===== src/rtl/pipeline_control_unit_pkg.sv =====
// Shared definitions for the pipeline control unit: FSM state encodings,
// default counter width and the MDU counter load-value helper.
package pipeline_control_unit_pkg;

    localparam int PCU_CNT_WIDTH = 8;

    typedef enum logic [1:0] {
        PCU_RUN      = 2'd0,
        PCU_MDU_BUSY = 2'd1,
        PCU_HALT     = 2'd2
    } pcuState_t;

    // Value loaded into the MDU down-counter at issue: the issue cycle and
    // the final (done) cycle are not counted, hence latency minus two.
    function automatic int mduLoadValue(input int latency);
        return (latency > 2) ? (latency - 2) : 0;
    endfunction

endpackage


===== src/rtl/pipeline_control_unit_if.sv =====
// Handshake bundle between the pipeline datapath and the control unit.
// master: the datapath (drives requests, consumes enables/flushes).
// slave : the control unit.
interface pipeline_control_unit_if;
    logic loadUseStall_ID;
    logic redirect_EX;
    logic mduOp_EX;
    logic dmemReq_MEM;
    logic dmemReady;
    logic PCEn;
    logic IFIDEn;
    logic IDEXEn;
    logic EXMEMEn;
    logic MEMWBEn;
    logic IFIDFlush;
    logic IDEXFlush;
    logic EXMEMFlush;
    logic MEMWBFlush;
    logic mduDone;
    logic memFault;

    modport master (
        output loadUseStall_ID, redirect_EX, mduOp_EX, dmemReq_MEM, dmemReady,
        input  PCEn, IFIDEn, IDEXEn, EXMEMEn, MEMWBEn,
        input  IFIDFlush, IDEXFlush, EXMEMFlush, MEMWBFlush, mduDone, memFault
    );

    modport slave (
        input  loadUseStall_ID, redirect_EX, mduOp_EX, dmemReq_MEM, dmemReady,
        output PCEn, IFIDEn, IDEXEn, EXMEMEn, MEMWBEn,
        output IFIDFlush, IDEXFlush, EXMEMFlush, MEMWBFlush, mduDone, memFault
    );
endinterface


===== src/rtl/pipeline_control_unit_pcu_down_counter.sv =====
// Loadable down-counter that saturates at zero, with a zero flag.
// Used to time the remaining cycles of a multi-cycle MUL/DIV op.
module pcu_down_counter #(
    parameter int WIDTH = 8
) (
    input  logic             clk,
    input  logic             rst,
    input  logic             load,
    input  logic [WIDTH-1:0] loadValue,
    input  logic             dec,
    output logic [WIDTH-1:0] count,
    output logic             zero
);

    // Count register: load has priority over decrement; hold at zero.
    always_ff @(posedge clk) begin
        if (rst) begin
            count <= '0;
        end else if (load) begin
            count <= loadValue;
        end else if (dec && (count != '0)) begin
            count <= count - {{(WIDTH-1){1'b0}}, 1'b1};
        end else begin
            count <= count;
        end
    end

    assign zero = (count == '0);

endmodule


===== src/rtl/pipeline_control_unit.sv =====
// Stall/flush sequencer for the 5-stage pipeline. Merges memory wait,
// multi-cycle MDU, EX redirect and load-use requests into per-stage
// enables and flushes (priority: HALT > memStall > MDU > redirect > load-use).
// Optional memory-timeout HALT is built when PIPE_MEM_TIMEOUT_EN is defined.
module pipeline_control_unit
    import pipeline_control_unit_pkg::*;
#(
    parameter int MDU_LATENCY = 4,
    parameter int MEM_TIMEOUT = 64,
    parameter int CNT_WIDTH   = PCU_CNT_WIDTH
) (
    input  logic                    clk,
    input  logic                    rst,
    pipeline_control_unit_if.slave  pcu
);

    localparam logic                 MDU_MULTI = (MDU_LATENCY > 1);
    localparam logic [CNT_WIDTH-1:0] MDU_LOAD  = CNT_WIDTH'(mduLoadValue(MDU_LATENCY));

    pcuState_t            state;
    pcuState_t            stateNext;
    logic                 memStall;
    logic                 mduIssue;
    logic                 mduDec;
    logic [CNT_WIDTH-1:0] mduCnt;
    logic                 mduZero;
    logic                 timeoutHit;

    assign memStall = pcu.dmemReq_MEM & ~pcu.dmemReady;
    // An MDU op only starts timing once EX is actually allowed to operate.
    assign mduIssue = (state == PCU_RUN) & pcu.mduOp_EX & ~memStall & MDU_MULTI;
    assign mduDec   = (state == PCU_MDU_BUSY);

    pcu_down_counter #(.WIDTH(CNT_WIDTH)) uMduCounter (
        .clk       (clk),
        .rst       (rst),
        .load      (mduIssue),
        .loadValue (MDU_LOAD),
        .dec       (mduDec),
        .count     (mduCnt),
        .zero      (mduZero)
    );

`ifdef PIPE_MEM_TIMEOUT_EN
    logic [CNT_WIDTH-1:0] memWaitCnt;

    // Consecutive memory-wait counter; frozen once halted.
    always_ff @(posedge clk) begin
        if (rst) begin
            memWaitCnt <= '0;
        end else if (state == PCU_HALT) begin
            memWaitCnt <= memWaitCnt;
        end else if (memStall) begin
            memWaitCnt <= memWaitCnt + {{(CNT_WIDTH-1){1'b0}}, 1'b1};
        end else begin
            memWaitCnt <= '0;
        end
    end

    assign timeoutHit = memStall & (state != PCU_HALT) &
                        (memWaitCnt == CNT_WIDTH'(MEM_TIMEOUT - 1));
`else
    assign timeoutHit = 1'b0;
`endif

    // State register.
    always_ff @(posedge clk) begin
        if (rst) begin
            state <= PCU_RUN;
        end else begin
            state <= stateNext;
        end
    end

    // Next-state logic.
    always_comb begin
        stateNext = state;
        case (state)
            PCU_RUN: begin
                if (timeoutHit) begin
                    stateNext = PCU_HALT;
                end else if (mduIssue) begin
                    stateNext = PCU_MDU_BUSY;
                end else begin
                    stateNext = PCU_RUN;
                end
            end
            PCU_MDU_BUSY: begin
                if (timeoutHit) begin
                    stateNext = PCU_HALT;
                end else if (mduZero && !memStall) begin
                    stateNext = PCU_RUN;
                end else begin
                    stateNext = PCU_MDU_BUSY;
                end
            end
            PCU_HALT: begin
                stateNext = PCU_HALT;
            end
            default: begin
                stateNext = PCU_RUN;
            end
        endcase
    end

    // Output decode: start from free-running values, then apply the
    // highest-priority active condition.
    always_comb begin
        pcu.PCEn       = 1'b1;
        pcu.IFIDEn     = 1'b1;
        pcu.IDEXEn     = 1'b1;
        pcu.EXMEMEn    = 1'b1;
        pcu.MEMWBEn    = 1'b1;
        pcu.IFIDFlush  = 1'b0;
        pcu.IDEXFlush  = 1'b0;
        pcu.EXMEMFlush = 1'b0;
        pcu.MEMWBFlush = 1'b0;
        pcu.mduDone    = 1'b0;
        pcu.memFault   = 1'b0;
        if (rst) begin
            pcu.memFault = 1'b0;
        end else if (state == PCU_HALT) begin
            pcu.PCEn     = 1'b0;
            pcu.IFIDEn   = 1'b0;
            pcu.IDEXEn   = 1'b0;
            pcu.EXMEMEn  = 1'b0;
            pcu.MEMWBEn  = 1'b0;
            pcu.memFault = 1'b1;
        end else if (memStall) begin
            pcu.PCEn       = 1'b0;
            pcu.IFIDEn     = 1'b0;
            pcu.IDEXEn     = 1'b0;
            pcu.EXMEMEn    = 1'b0;
            pcu.MEMWBFlush = 1'b1;
        end else if ((state == PCU_MDU_BUSY && !mduZero) || mduIssue) begin
            pcu.PCEn       = 1'b0;
            pcu.IFIDEn     = 1'b0;
            pcu.IDEXEn     = 1'b0;
            pcu.EXMEMFlush = 1'b1;
        end else if (state == PCU_MDU_BUSY) begin
            // Final MDU cycle: result valid, everything advances.
            pcu.mduDone = 1'b1;
        end else begin
            // Single-cycle MDU completes in its issue cycle.
            pcu.mduDone = pcu.mduOp_EX & ~MDU_MULTI;
            if (pcu.redirect_EX) begin
                // Squashes the younger instructions, including a stalled one.
                pcu.IFIDFlush = 1'b1;
                pcu.IDEXFlush = 1'b1;
            end else if (pcu.loadUseStall_ID) begin
                pcu.PCEn      = 1'b0;
                pcu.IFIDEn    = 1'b0;
                pcu.IDEXFlush = 1'b1;
            end else begin
                pcu.PCEn = 1'b1;
            end
        end
    end

endmodule


===== src/flat_wrapper.sv =====
// flat-port wrapper written by rule: the top's interface ports become plain ports
module pipeline_control_unit_flat import pipeline_control_unit_pkg::*;
#(
    parameter int MDU_LATENCY = 4,
    parameter int MEM_TIMEOUT = 64,
    parameter int CNT_WIDTH   = PCU_CNT_WIDTH
)
  (clk, rst, pcu_loadUseStall_ID, pcu_redirect_EX, pcu_mduOp_EX, pcu_dmemReq_MEM, pcu_dmemReady, pcu_PCEn, pcu_IFIDEn, pcu_IDEXEn, pcu_EXMEMEn, pcu_MEMWBEn, pcu_IFIDFlush, pcu_IDEXFlush, pcu_EXMEMFlush, pcu_MEMWBFlush, pcu_mduDone, pcu_memFault);
  pipeline_control_unit_if pcu_i ();
  input  logic clk;
  input  logic rst;
  input wire logic [$bits(pcu_i.loadUseStall_ID)-1:0] pcu_loadUseStall_ID;
  input wire logic [$bits(pcu_i.redirect_EX)-1:0] pcu_redirect_EX;
  input wire logic [$bits(pcu_i.mduOp_EX)-1:0] pcu_mduOp_EX;
  input wire logic [$bits(pcu_i.dmemReq_MEM)-1:0] pcu_dmemReq_MEM;
  input wire logic [$bits(pcu_i.dmemReady)-1:0] pcu_dmemReady;
  output wire logic [$bits(pcu_i.PCEn)-1:0] pcu_PCEn;
  output wire logic [$bits(pcu_i.IFIDEn)-1:0] pcu_IFIDEn;
  output wire logic [$bits(pcu_i.IDEXEn)-1:0] pcu_IDEXEn;
  output wire logic [$bits(pcu_i.EXMEMEn)-1:0] pcu_EXMEMEn;
  output wire logic [$bits(pcu_i.MEMWBEn)-1:0] pcu_MEMWBEn;
  output wire logic [$bits(pcu_i.IFIDFlush)-1:0] pcu_IFIDFlush;
  output wire logic [$bits(pcu_i.IDEXFlush)-1:0] pcu_IDEXFlush;
  output wire logic [$bits(pcu_i.EXMEMFlush)-1:0] pcu_EXMEMFlush;
  output wire logic [$bits(pcu_i.MEMWBFlush)-1:0] pcu_MEMWBFlush;
  output wire logic [$bits(pcu_i.mduDone)-1:0] pcu_mduDone;
  output wire logic [$bits(pcu_i.memFault)-1:0] pcu_memFault;
  assign pcu_i.loadUseStall_ID = pcu_loadUseStall_ID;
  assign pcu_i.redirect_EX = pcu_redirect_EX;
  assign pcu_i.mduOp_EX = pcu_mduOp_EX;
  assign pcu_i.dmemReq_MEM = pcu_dmemReq_MEM;
  assign pcu_i.dmemReady = pcu_dmemReady;
  assign pcu_PCEn = pcu_i.PCEn;
  assign pcu_IFIDEn = pcu_i.IFIDEn;
  assign pcu_IDEXEn = pcu_i.IDEXEn;
  assign pcu_EXMEMEn = pcu_i.EXMEMEn;
  assign pcu_MEMWBEn = pcu_i.MEMWBEn;
  assign pcu_IFIDFlush = pcu_i.IFIDFlush;
  assign pcu_IDEXFlush = pcu_i.IDEXFlush;
  assign pcu_EXMEMFlush = pcu_i.EXMEMFlush;
  assign pcu_MEMWBFlush = pcu_i.MEMWBFlush;
  assign pcu_mduDone = pcu_i.mduDone;
  assign pcu_memFault = pcu_i.memFault;
  pipeline_control_unit #(.MDU_LATENCY(MDU_LATENCY), .MEM_TIMEOUT(MEM_TIMEOUT), .CNT_WIDTH(CNT_WIDTH)) u_core (.clk(clk), .rst(rst), .pcu(pcu_i));
endmodule

===== config.mk =====
export PLATFORM = sky130hd
export DESIGN_NAME = pipeline_control_unit_flat
export DESIGN_NICKNAME = d
export VERILOG_FILES = /design/src/rtl/pipeline_control_unit_pkg.sv /design/src/rtl/pipeline_control_unit_if.sv /design/src/rtl/pipeline_control_unit_pcu_down_counter.sv /design/src/rtl/pipeline_control_unit.sv /design/src/flat_wrapper.sv
export SDC_FILE = /design/constraint.sdc
export NUM_CORES = 1
export LEC_CHECK = 0
export BUFFER_PORTS_ARGS = -buffer_cell sky130_fd_sc_hd__buf_2
export CAP_MARGIN = 5
export CORE_MARGIN = 5
export CORE_UTILIZATION = 47
export DETAILED_ROUTE_END_ITERATION = 8
export PLACE_DENSITY = 0.73
export SYNTH_ARGS = -nofsm -noshare
export SYNTH_HDL_FRONTEND = slang
export SYNTH_HIERARCHICAL = 1
export SYNTH_SLANG_ARGS = --single-unit

===== constraint.sdc =====
create_clock -name clk -period 1.9 [get_ports clk]
set_input_delay 0.19 -clock clk [delete_from_list [all_inputs] [get_ports clk]]
set_output_delay 0.19 -clock clk [all_outputs]
set_load 0.05 [all_outputs]

# Word level (Yosys, flattened, before mapping)
# Index checks and enable logic that the tools add are counted.
[classes]
bitwise = 5
n_addsub = 1
n_mux = 48
reduce_logical = 11
eq_ne = 2
[ops]
columns = ["op", "count"]
rows = [
  ["two-way mux 1 bit", 45],
  ["logical NOT 8 bit", 1],
  ["nonzero test 8 bit", 1],
  ["subtractor 8 x 1 -> 8 bit (second input constant)", 1],
  ["one-hot mux 2 bit (3 select lines)", 1],
  ["two-way mux 2 bit", 2],
  ["bitwise AND 1 bit", 3],
  ["logical AND 1 bit", 3],
  ["== test 2 x 1 -> 1 bit (second input constant)", 1],
  ["== test 2 bit (second input constant)", 1],
  ["logical NOT 1 bit", 2],
  ["logical NOT 2 bit", 1],
  ["NOT 1 bit", 2],
  ["nonzero test 2 bit", 1],
  ["OR reduction 2 bit", 1],
  ["logical OR 1 bit", 1],
]
[totals]
elab_cells = 70
input_bits = 7
ff_bits = 10
out_inout_bits = 11

# Longest topological paths before layout
# Gate-level depths: netlist of the first run.
[depth]
word_depth = 9
ltp_mapped = 8
mapped_depth_nobuf = 7

# Modules after synthesis
# Netlist of the first run, hierarchy kept.
[by_module_without_submodules]
columns = ["module", "seq_area_each_um2", "instances", "area_each_um2", "cells_each"]
rows = [
  ["pcu_down_counter", 160.2, 1, 515.5, 59],
  ["pipeline_control_unit", 40.0, 1, 297.8, 43],
]

# Least setup slack after synthesis of the first run
# Ideal clock, no wire load.
[synth_path]
kind = "register to output"
from = "register u_core.uMduCounter.count[2]"
to = "output pcu_mduDone"
path_slack_ns = -0.716
arrival_time_ns = 2.426
t_required_ns = 1.710
stages_incl_launch_ff = 5
n_path_buf = 0
cell_sequence = "dfxtp_1 or4_4 nor4_1 nand2_1 nor3_1"
[synth_via]
elab_chain_cells = 8
[synth_lines]
columns = ["item", "line", "text"]
rows = [
  ["start, declared", "pipeline_control_unit_pcu_down_counter.sv:11", "output logic [WIDTH-1:0] count,"],
  ["start signal, assigned", "pipeline_control_unit_pcu_down_counter.sv:20", "count <= loadValue;"],
  ["start signal, assigned", "pipeline_control_unit_pcu_down_counter.sv:22", "count <= count - {{(WIDTH-1){1'b0}}, 1'b1};"],
  ["start signal, assigned", "pipeline_control_unit_pcu_down_counter.sv:24", "count <= count;"],
  ["logical NOT 8 bit", "pipeline_control_unit_pcu_down_counter.sv:28", "assign zero = (count == '0);"],
  ["net u_core.mduZero", "pipeline_control_unit.sv:26", "logic mduZero;"],
  ["logical NOT 1 bit", "pipeline_control_unit.sv:135", "end else if ((state == PCU_MDU_BUSY && !mduZero) || mduIssue) begin"],
  ["logical AND 1 bit", "pipeline_control_unit.sv:135", ""],
  ["logical OR 1 bit", "pipeline_control_unit.sv:135", ""],
  ["two-way mux 1 bit", "pipeline_control_unit.sv:135", ""],
  ["two-way mux 1 bit", "pipeline_control_unit.sv:129", "end else if (memStall) begin"],
  ["two-way mux 1 bit", "pipeline_control_unit.sv:122", "end else if (state == PCU_HALT) begin"],
  ["two-way mux 1 bit", "pipeline_control_unit.sv:120", "if (rst) begin"],
  ["end, declared", "flat_wrapper.sv:26", "output wire logic [$bits(pcu_i.mduDone)-1:0] pcu_mduDone;"],
]
# The timed path passes the listed nets, and every way through them passes these cells.

# Final worst setup path of the first run
[layout_path]
from = "register u_core.uMduCounter.count[2]"
to = "output pcu_PCEn"
[layout_via]
elab_chain_cells = 8
[layout_lines]
columns = ["item", "line", "text"]
rows = [
  ["logical NOT 8 bit", "pipeline_control_unit_pcu_down_counter.sv:28", ""],
  ["net u_core.mduZero", "pipeline_control_unit.sv:26", ""],
  ["logical NOT 1 bit", "pipeline_control_unit.sv:135", ""],
  ["logical AND 1 bit", "pipeline_control_unit.sv:135", ""],
  ["logical OR 1 bit", "pipeline_control_unit.sv:135", ""],
  ["two-way mux 1 bit", "pipeline_control_unit.sv:135", ""],
  ["two-way mux 1 bit", "pipeline_control_unit.sv:129", ""],
  ["two-way mux 1 bit", "pipeline_control_unit.sv:122", ""],
  ["two-way mux 1 bit", "pipeline_control_unit.sv:120", ""],
  ["end, declared", "flat_wrapper.sv:17", "output wire logic [$bits(pcu_i.PCEn)-1:0] pcu_PCEn;"],
]
# The timed path passes the listed nets, and every way through them passes these cells.

==> results.txt, run 1 <==
----------------------------------------------------
[Routing]
  Average wire length per cell after detail routing ... around 14 um
  Initial drt markers ... 11
  Antenna-violating nets left ... 0
  Count of vias placed by the detailed router ... slightly above 800
  DRC violation count after routing ... 0
  Detailed Route WL ... 2.12 mm
  First drt pass iteration count ... 4
  Via-per-instance ratio ... roughly 5.5

[Timing]
  Final setup vio count ... 9
  RSZ-0062 raised after global routing ... yes
  Fin worst setup slack ... -0.192 ns
  Final-report hold violation count ... 0
  Worst clock skew ... 0.00115 ns
  Final-report max-slew violation count ... 0
  Period Utilization, post-route ... 1.10
  Maximum clock rate ... 478 MHz
  Min Tclk post-route ... about 2.1 ns

[Min path]
  Cell depth of the worst hold path ... 2
  Classification of the worst-slack hold path ... input pin to flip-flop

[Placed design]
  Setup slack at placement ... ~0.014 ns
  I/O Buffers ... 17
  Placed wire-length estimate after detailed placement ... ~1.4 mm
  Cell area after placement ... just over 1000 um^2
  Weighted congestion at the end of routability-driven global placement ... between 0.8 and 0.9
  Cell count after placement ... 146

[Synth]
  Cell type with the largest total area after synthesis ... dfxtp_1
  Proportion of register bits with asynchronous set or reset after synthesis ... 0
  Average cell area after synthesis ... ~8 um^2
  Number of enable-type register cells in the synthesized netlist ... 0
  Ys Warns ... 6
  Share of the yosys chip area belonging to registers ... 0.246
  Proportion of netlist area held by the largest area contributor ... 0.246
  Post-Syn Instances ... ~100
  Post-synthesis instance area ... about 810 um^2
  Flop and latch count out of synthesis ... 10
  Primary FF master, synth ... dfxtp_1
  Unique cell type count in the Yosys netlist ... 45
  Cell types with the largest area share after synthesis ... dfxtp_1 25%, nor2_1 4.6%, a21oi_1 4.3%

[Critical path]
  Data arrival time of the critical path ... 1.90 ns
  Crit path required time ... 1.71 ns
  Kind of start point of the critical path ... flip-flop
  Type of the worst setup path ... flip-flop to primary output
  Delay of the slowest critical-path stage ... approximately 0.55 ns
  Crit path max-delay cell type ... or4_4
  List of cells traversed by the critical path ... or4_4 -> nor4_4 -> nor3b_1 -> o21bai_1 -> o31a_2 -> buf_4
  Largest fanout on the critical path ... 4
  Worst path buffer plus inverter count ... 1
  R2R depth ... 5
  CP delay by family, top ... simple AND/OR/NAND/NOR gates
  Critical Path Sink Type ... primary output
  Path length in cells of the critical path ... 6

[Clock tree]
  Deepest level of the CTS H-tree ... 1
  TritonCTS sink count ... 10
  Clk buf depth ... 2
  Number of CTS-inserted buffers ... 3
  Clock tree from TritonCTS ... built
  Clock-pin slew of the registers on the worst-case setup and hold paths ... about 0.070 ns
  Insertion delay to the later sink of the worst-skew pair ... between 0.2 and 0.3 ns
  Clock tree root buffer cell ... clkbuf_4
  Hold-fix buffer count after cts ... 0

[Global route]
  Initial antenna violation count ... 0
  Overflow left after global routing ... 0
  Via count of the first global-routing pass ... around 790
  Wire length of the first global-routing pass ... approximately 3.4 mm
  Total routing usage reported by global routing ... 0.170
  Largest net degree at the start of global routing ... 22

[Cells and area]
  Antenna diode count ... 0
  Most common cell after layout, fill and taps aside ... buf_4
  Layout overhead on the synthesized area ... 36.2%
  Layout net count ... between 100 and 150
  Design area ... 1110 um^2
  Final standard cell utilization of the core ... 0.656
  Count of non-filler cells in the finished layout ... roughly 150
  Most frequent cells in the layout ... 17 x buf_4, 10 x buf_2, 10 x nor2_1, 9 x dfxtp_1, 8 x conb_1
  Fraction of layout instances using a drive strength above 1 ... 0.422

[Floorplanning]
  Row count ... 15
  Horiz. Die Dim ... about 52 um
  Starting density of the core ... 0.481
  Top Ports ... 18
  Area of the die ... 2660 um^2
  Height of the die ... a little over 50 um
  Placeable core region ... 1690 um^2

[Job]
  Count of max-cap constraint violations ... 0

[Power]
  Power density over the cells ... 756 nW/um^2
  Static leakage ... ~0.45 nW
  Overall power of the completed layout ... approximately 840 uW
  Worst vdd rail ir drop ... between 0.4 and 0.5 mV

[Run status]
  Outcome ... finished, violations left
  Failing checks ... setup timing

----------------------------------------------------
kinds of logic after synthesis:
logic type / after synthesis / share of synthesized area
simple gates: 43 / 0.315
compound gates: 26 / 0.257
buf+inv: 14 / 0.0846
flops: 10 / 0.246
xor+xnor: 3 / 0.0323
fa+ha+maj: 2 / 0.0308
other cells: 2 / 0.00923
mux: 2 / 0.0246
worst reg2reg max path: cells and delay by family, from the launching register on:
family,cells,cell delay (ns)
simple gates,2,1.04
flops,1,0.32
buf+inv,2,0.28
compound gates,1,0.27
final cells by class:
class	count	area [um^2]
multi-input combinational	84	613
fill	140	582
timing repair buffer	31	223
sequential	10	201
inverter	7	26.3
clock buffer	3	22.5
tap	17	21.3
Yosys cell counts, types with 3 or more instances:
cell / count
nor3b_1: 4
nand2_1: 6
nor3_1: 4
a21oi_1: 7
xnor2_1: 3
nor2_1: 10
o21ai_0: 3
inv_1: 5
dfxtp_1: 10
state kept, by name (all words and copies together), names as in the netlist:
signal	cells
u_core/state	2
u_core/uMduCounter/count	8
per-layer routing:
layer	global-route usage	wire length [um]	share of wire	vias up
li1	-	-	-	421
met3	0.0372	91	0.043	6
met1	0.214	943	0.45	376
met2	0.286	1040	0.49	28
met4	0.0524	44	0.021	0
met5	0	0	0	-
per-stage QoR:
stage,hold WS [ns],setup TNS (ns)
2_1_floorplan,0.440,-0.334
3_5_place_dp,0.515,0
3_3_place_gp,0.514,0
4_1_cts,0.316,-0.780
6_report,0.327,-0.947
5_1_grt,0.358,-2.14
where the power goes:
part	total (mW)	switching (mW)	leakage, nW	internal [mW]
logic	0.433	0.233	0.353	0.200
clock network	0.145	0.0724	0.0138	0.0731
registers	0.258	0.0238	0.0829	0.234
total	0.837	0.329	0.450	0.507
path summary, 6_finish.rpt:
| path | slack, ns | end | startpoint |
|---|---|---|---|
| worst max-delay path | -0.19 | pcu_PCEn | u_core/uMduCounter/count[2] |
| worst min-delay path | 0.33 | u_core/state[1] | rst |
| worst max register to register | -0.09 | u_core/uMduCounter/count[6] | u_core/uMduCounter/count[2] |
| worst min register to register | 0.57 | u_core/uMduCounter/count[5] | u_core/uMduCounter/count[5] |
repair_timing:
action / 4_1_cts / 5_1_grt
gates cloned: 0 / 0
endpoints found under the setup margin: 8 / 10
pin swaps: 3 / 4
buffers inserted: 1 / 2
gates resized for setup: 9 / 8
Note: power is estimated with default switching activity, not from simulation.
==> run 2: changes to the inputs <==
- ABC_AREA: default -> 1
==> run 2 against run 1 <==
Effect of this change: the flow now finishes without violations; setup slack improved by 0.27 ns; first-iteration DRC count rose to 4.2 times the previous value; worst hold slack got worse by 0.091 ns; final cell count rose by 32%; combinational power rose by 18%; critical endpoint is now pcu_IFIDEn; largest power group unchanged; highest routed layer unchanged.
==> results.txt, run 2 <==
----------------------------------------------------
[Floorplanning]
  Area of the die ... around 2800 um^2
  Top Ports ... 18
  Starting density of the core ... 0.492
  Row count ... 15
  Height of the die ... ~53 um
  Horiz. Die Dim ... between 50 and 60 um
  Placeable core region ... between 1500 and 2000 um^2

[Synth]
  Proportion of netlist area held by the largest area contributor ... 0.236
  Number of enable-type register cells in the synthesized netlist ... 0
  Post-Syn Instances ... ~150
  Area fraction in compound gates after synthesis ... 0.0722
  Primary FF master, synth ... dfxtp_1
  Main combinational cell family by area after synthesis ... simple AND/OR/NAND/NOR gates
  Proportion of register bits with asynchronous set or reset after synthesis ... 0
  Flop and latch count out of synthesis ... 10
  Most frequent cell after synthesis ... nand2_1
  Cell types with the largest area share after synthesis ... dfxtp_1 24%, nand2_1 18%, nand3_1 10%
  Portion of netlist area occupied by mux cells ... 0
  Average cell area after synthesis ... approximately 5.7 um^2
  Fraction of the mapped netlist area in simple logic gates ... 0.510
  Post-synthesis instance area ... between 800 and 900 um^2
  Synth Area in Adders ... 0.0295
  Cell type with the largest total area after synthesis ... dfxtp_1
  Leading cell types by count after synthesis ... 40 x nand2_1, 22 x inv_1, 22 x nor2_1, 17 x nand3_1, 10 x dfxtp_1
  Share of the synthesized netlist area taken by xor and xnor gates ... 0.0103
  Ys Warns ... 6
  Share of the yosys chip area belonging to registers ... 0.236
  Unique cell type count in the Yosys netlist ... 24

[Placed design]
  Setup slack at placement ... just under 0.2 ns
  I/O Buffers ... 17
  Placed wire-length estimate after detailed placement ... 1.60 mm
  Cell count after placement ... slightly below 200
  Weighted congestion at the end of routability-driven global placement ... approximately 0.83
  Cell area after placement ... roughly 990 um^2

[Critical path]
  Kind of start point of the critical path ... flip-flop
  Crit path required time ... 1.71 ns
  Data arrival time of the critical path ... 1.64 ns
  Critical Path Sink Type ... primary output
  Type of the worst setup path ... flip-flop to primary output
  Largest fanout on the critical path ... 4

[Clock tree]
  TritonCTS sink count ... 10
  Number of CTS-inserted buffers ... 3
  Insertion delay to the later sink of the worst-skew pair ... between 0.2 and 0.3 ns
  Clock tree from TritonCTS ... built
  Clk buf depth ... 2
  Deepest level of the CTS H-tree ... 1
  Clock-pin slew of the registers on the worst-case setup and hold paths ... around 0.06 ns
  Clock tree root buffer cell ... clkbuf_4
  Hold-fix buffer count after cts ... 0

[Cells and area]
  Final standard cell utilization of the core ... 0.633
  Largest register by flop count ... u_core/uMduCounter/count
  Registers with the highest flip-flop counts ... u_core/uMduCounter/count x8, u_core/state x2
  Count of non-filler cells in the finished layout ... 200
  Most common cell after layout, fill and taps aside ... nand2_1
  Layout overhead on the synthesized area ... 28.6%
  Most frequent cells in the layout ... 40 x nand2_1, 20 x inv_1, 20 x nor2_1, 17 x nand3_1, 11 x buf_2
  Layout net count ... ~190
  Antenna diode count ... 0
  Design area ... roughly 1100 um^2
  Flip-flop count of the largest register, all copies and words added ... 8
  Fraction of layout instances using a drive strength above 1 ... 0.274

[Global route]
  Met3 routing resource usage after global routing ... 0.0342
  Initial antenna violation count ... 0
  Total routing usage reported by global routing ... 0.164
  Via count of the first global-routing pass ... between 800 and 900
  Wire length of the first global-routing pass ... ~3.4 mm
  Most used routing layer in global routing ... met2
  GR Util met1 ... 0.217
  Largest net degree at the start of global routing ... 12
  Global Route met2 Usage ... 0.258
  Overflow left after global routing ... 0

[Timing]
  Fin worst setup slack ... between 0.07 and 0.08 ns
  Period Utilization, post-route ... 0.961
  Min Tclk post-route ... 1.83 ns
  Maximum clock rate ... 548 MHz
  Final setup vio count ... 0
  Final-report hold violation count ... 0
  Final total negative setup slack ... 0 ns
  Final-report max-slew violation count ... 0
  Worst clock skew ... 0.00206 ns
  Worst hold margin ... 0.236 ns

[Power]
  Static leakage ... 0.585 nW
  Worst vdd rail ir drop ... about 0.53 mV
  Power density over the cells ... around 860 nW/um^2
  Overall power of the completed layout ... 935 uW

[Routing]
  Antenna-violating nets left ... 0
  Detailed Route WL ... between 2 and 2.5 mm
  First drt pass iteration count ... 4
  DRC violation count after routing ... 0
  Count of vias placed by the detailed router ... 977
  Initial drt markers ... 46
  Average wire length per cell after detail routing ... between 10 and 15 um
  Via-per-instance ratio ... 4.89

[Run status]
  Outcome ... complete, no violations

[Min path]
  Classification of the worst-slack hold path ... input pin to flip-flop

[Job]
  Count of max-cap constraint violations ... 0

----------------------------------------------------
## run 2: cell types whose count changed in the layout (fill, tap and decap cells not counted), sizes merged, moves of 3 or more
cell and delta:
nor2b -3, inv +20, nand3 +19, a211oi -3
nor2 +13, buf -12, nor3b -4, or3 -3
nand2 +41, or4 -5
## run 2: what timing repair did
item / 4_1_cts / 5_1_grt
setup endpoints to repair: 7 / 7
pin swaps: 0 / 5
resized for setup: 5 / 18
buffers inserted: 0 / 2
## run 2: layer usage
metal | up-vias | routed length (um)
li1 | 503 | -
met1 | 427 | 951
met2 | 43 | 961
met3 | 4 | 164
met4 | 0 | 25
met5 | - | 0
## run 2: cell type report
type	instances	area (um^2)
tap	25	31.3
timing repair buffer	20	138
multi-input combinational	115	593
inverter	27	103
sequential	10	205
fill	170	634
clock buffer	3	22.5
## run 2: report_power, final
group          leakage, nW  switching (mW)  internal [mW]
Sequential          0.0836          0.0384          0.241
Combinational        0.487           0.327          0.184
Clock               0.0138          0.0716         0.0732
Total                0.585           0.437          0.498
## run 2: path summary, 6_finish.rpt
check,from,end,slack [ns],cells past startpoint
hold reg to reg,u_core/state[1],u_core/state[1],0.50,2
hold / removal,rst,u_core/uMduCounter/count[4],0.24,2
setup reg to reg,u_core/uMduCounter/count[0],u_core/uMduCounter/count[2],0.55,7
setup / recovery,u_core/uMduCounter/count[2],pcu_IFIDEn,0.07,8
## run 2: critical path, cell delays in order (launching register included)
cell	delay (ns)
dfxtp_1	0.37
nor2_4	0.15
nand2_2	0.08
nor2_1	0.13
inv_1	0.10
nand2_4	0.08
nand3_4	0.10
a21oi_4	0.18
buf_6	0.17
## run 2: kinds of logic after synthesis
kind of cell	count (synthesis)
other	2
XOR/XNOR	1
adder cells (fa/ha/maj)	2
flip-flops	10
buffers and inverters	29
AO/OA/AOI/OAI	11
AND/OR/NAND/NOR	93
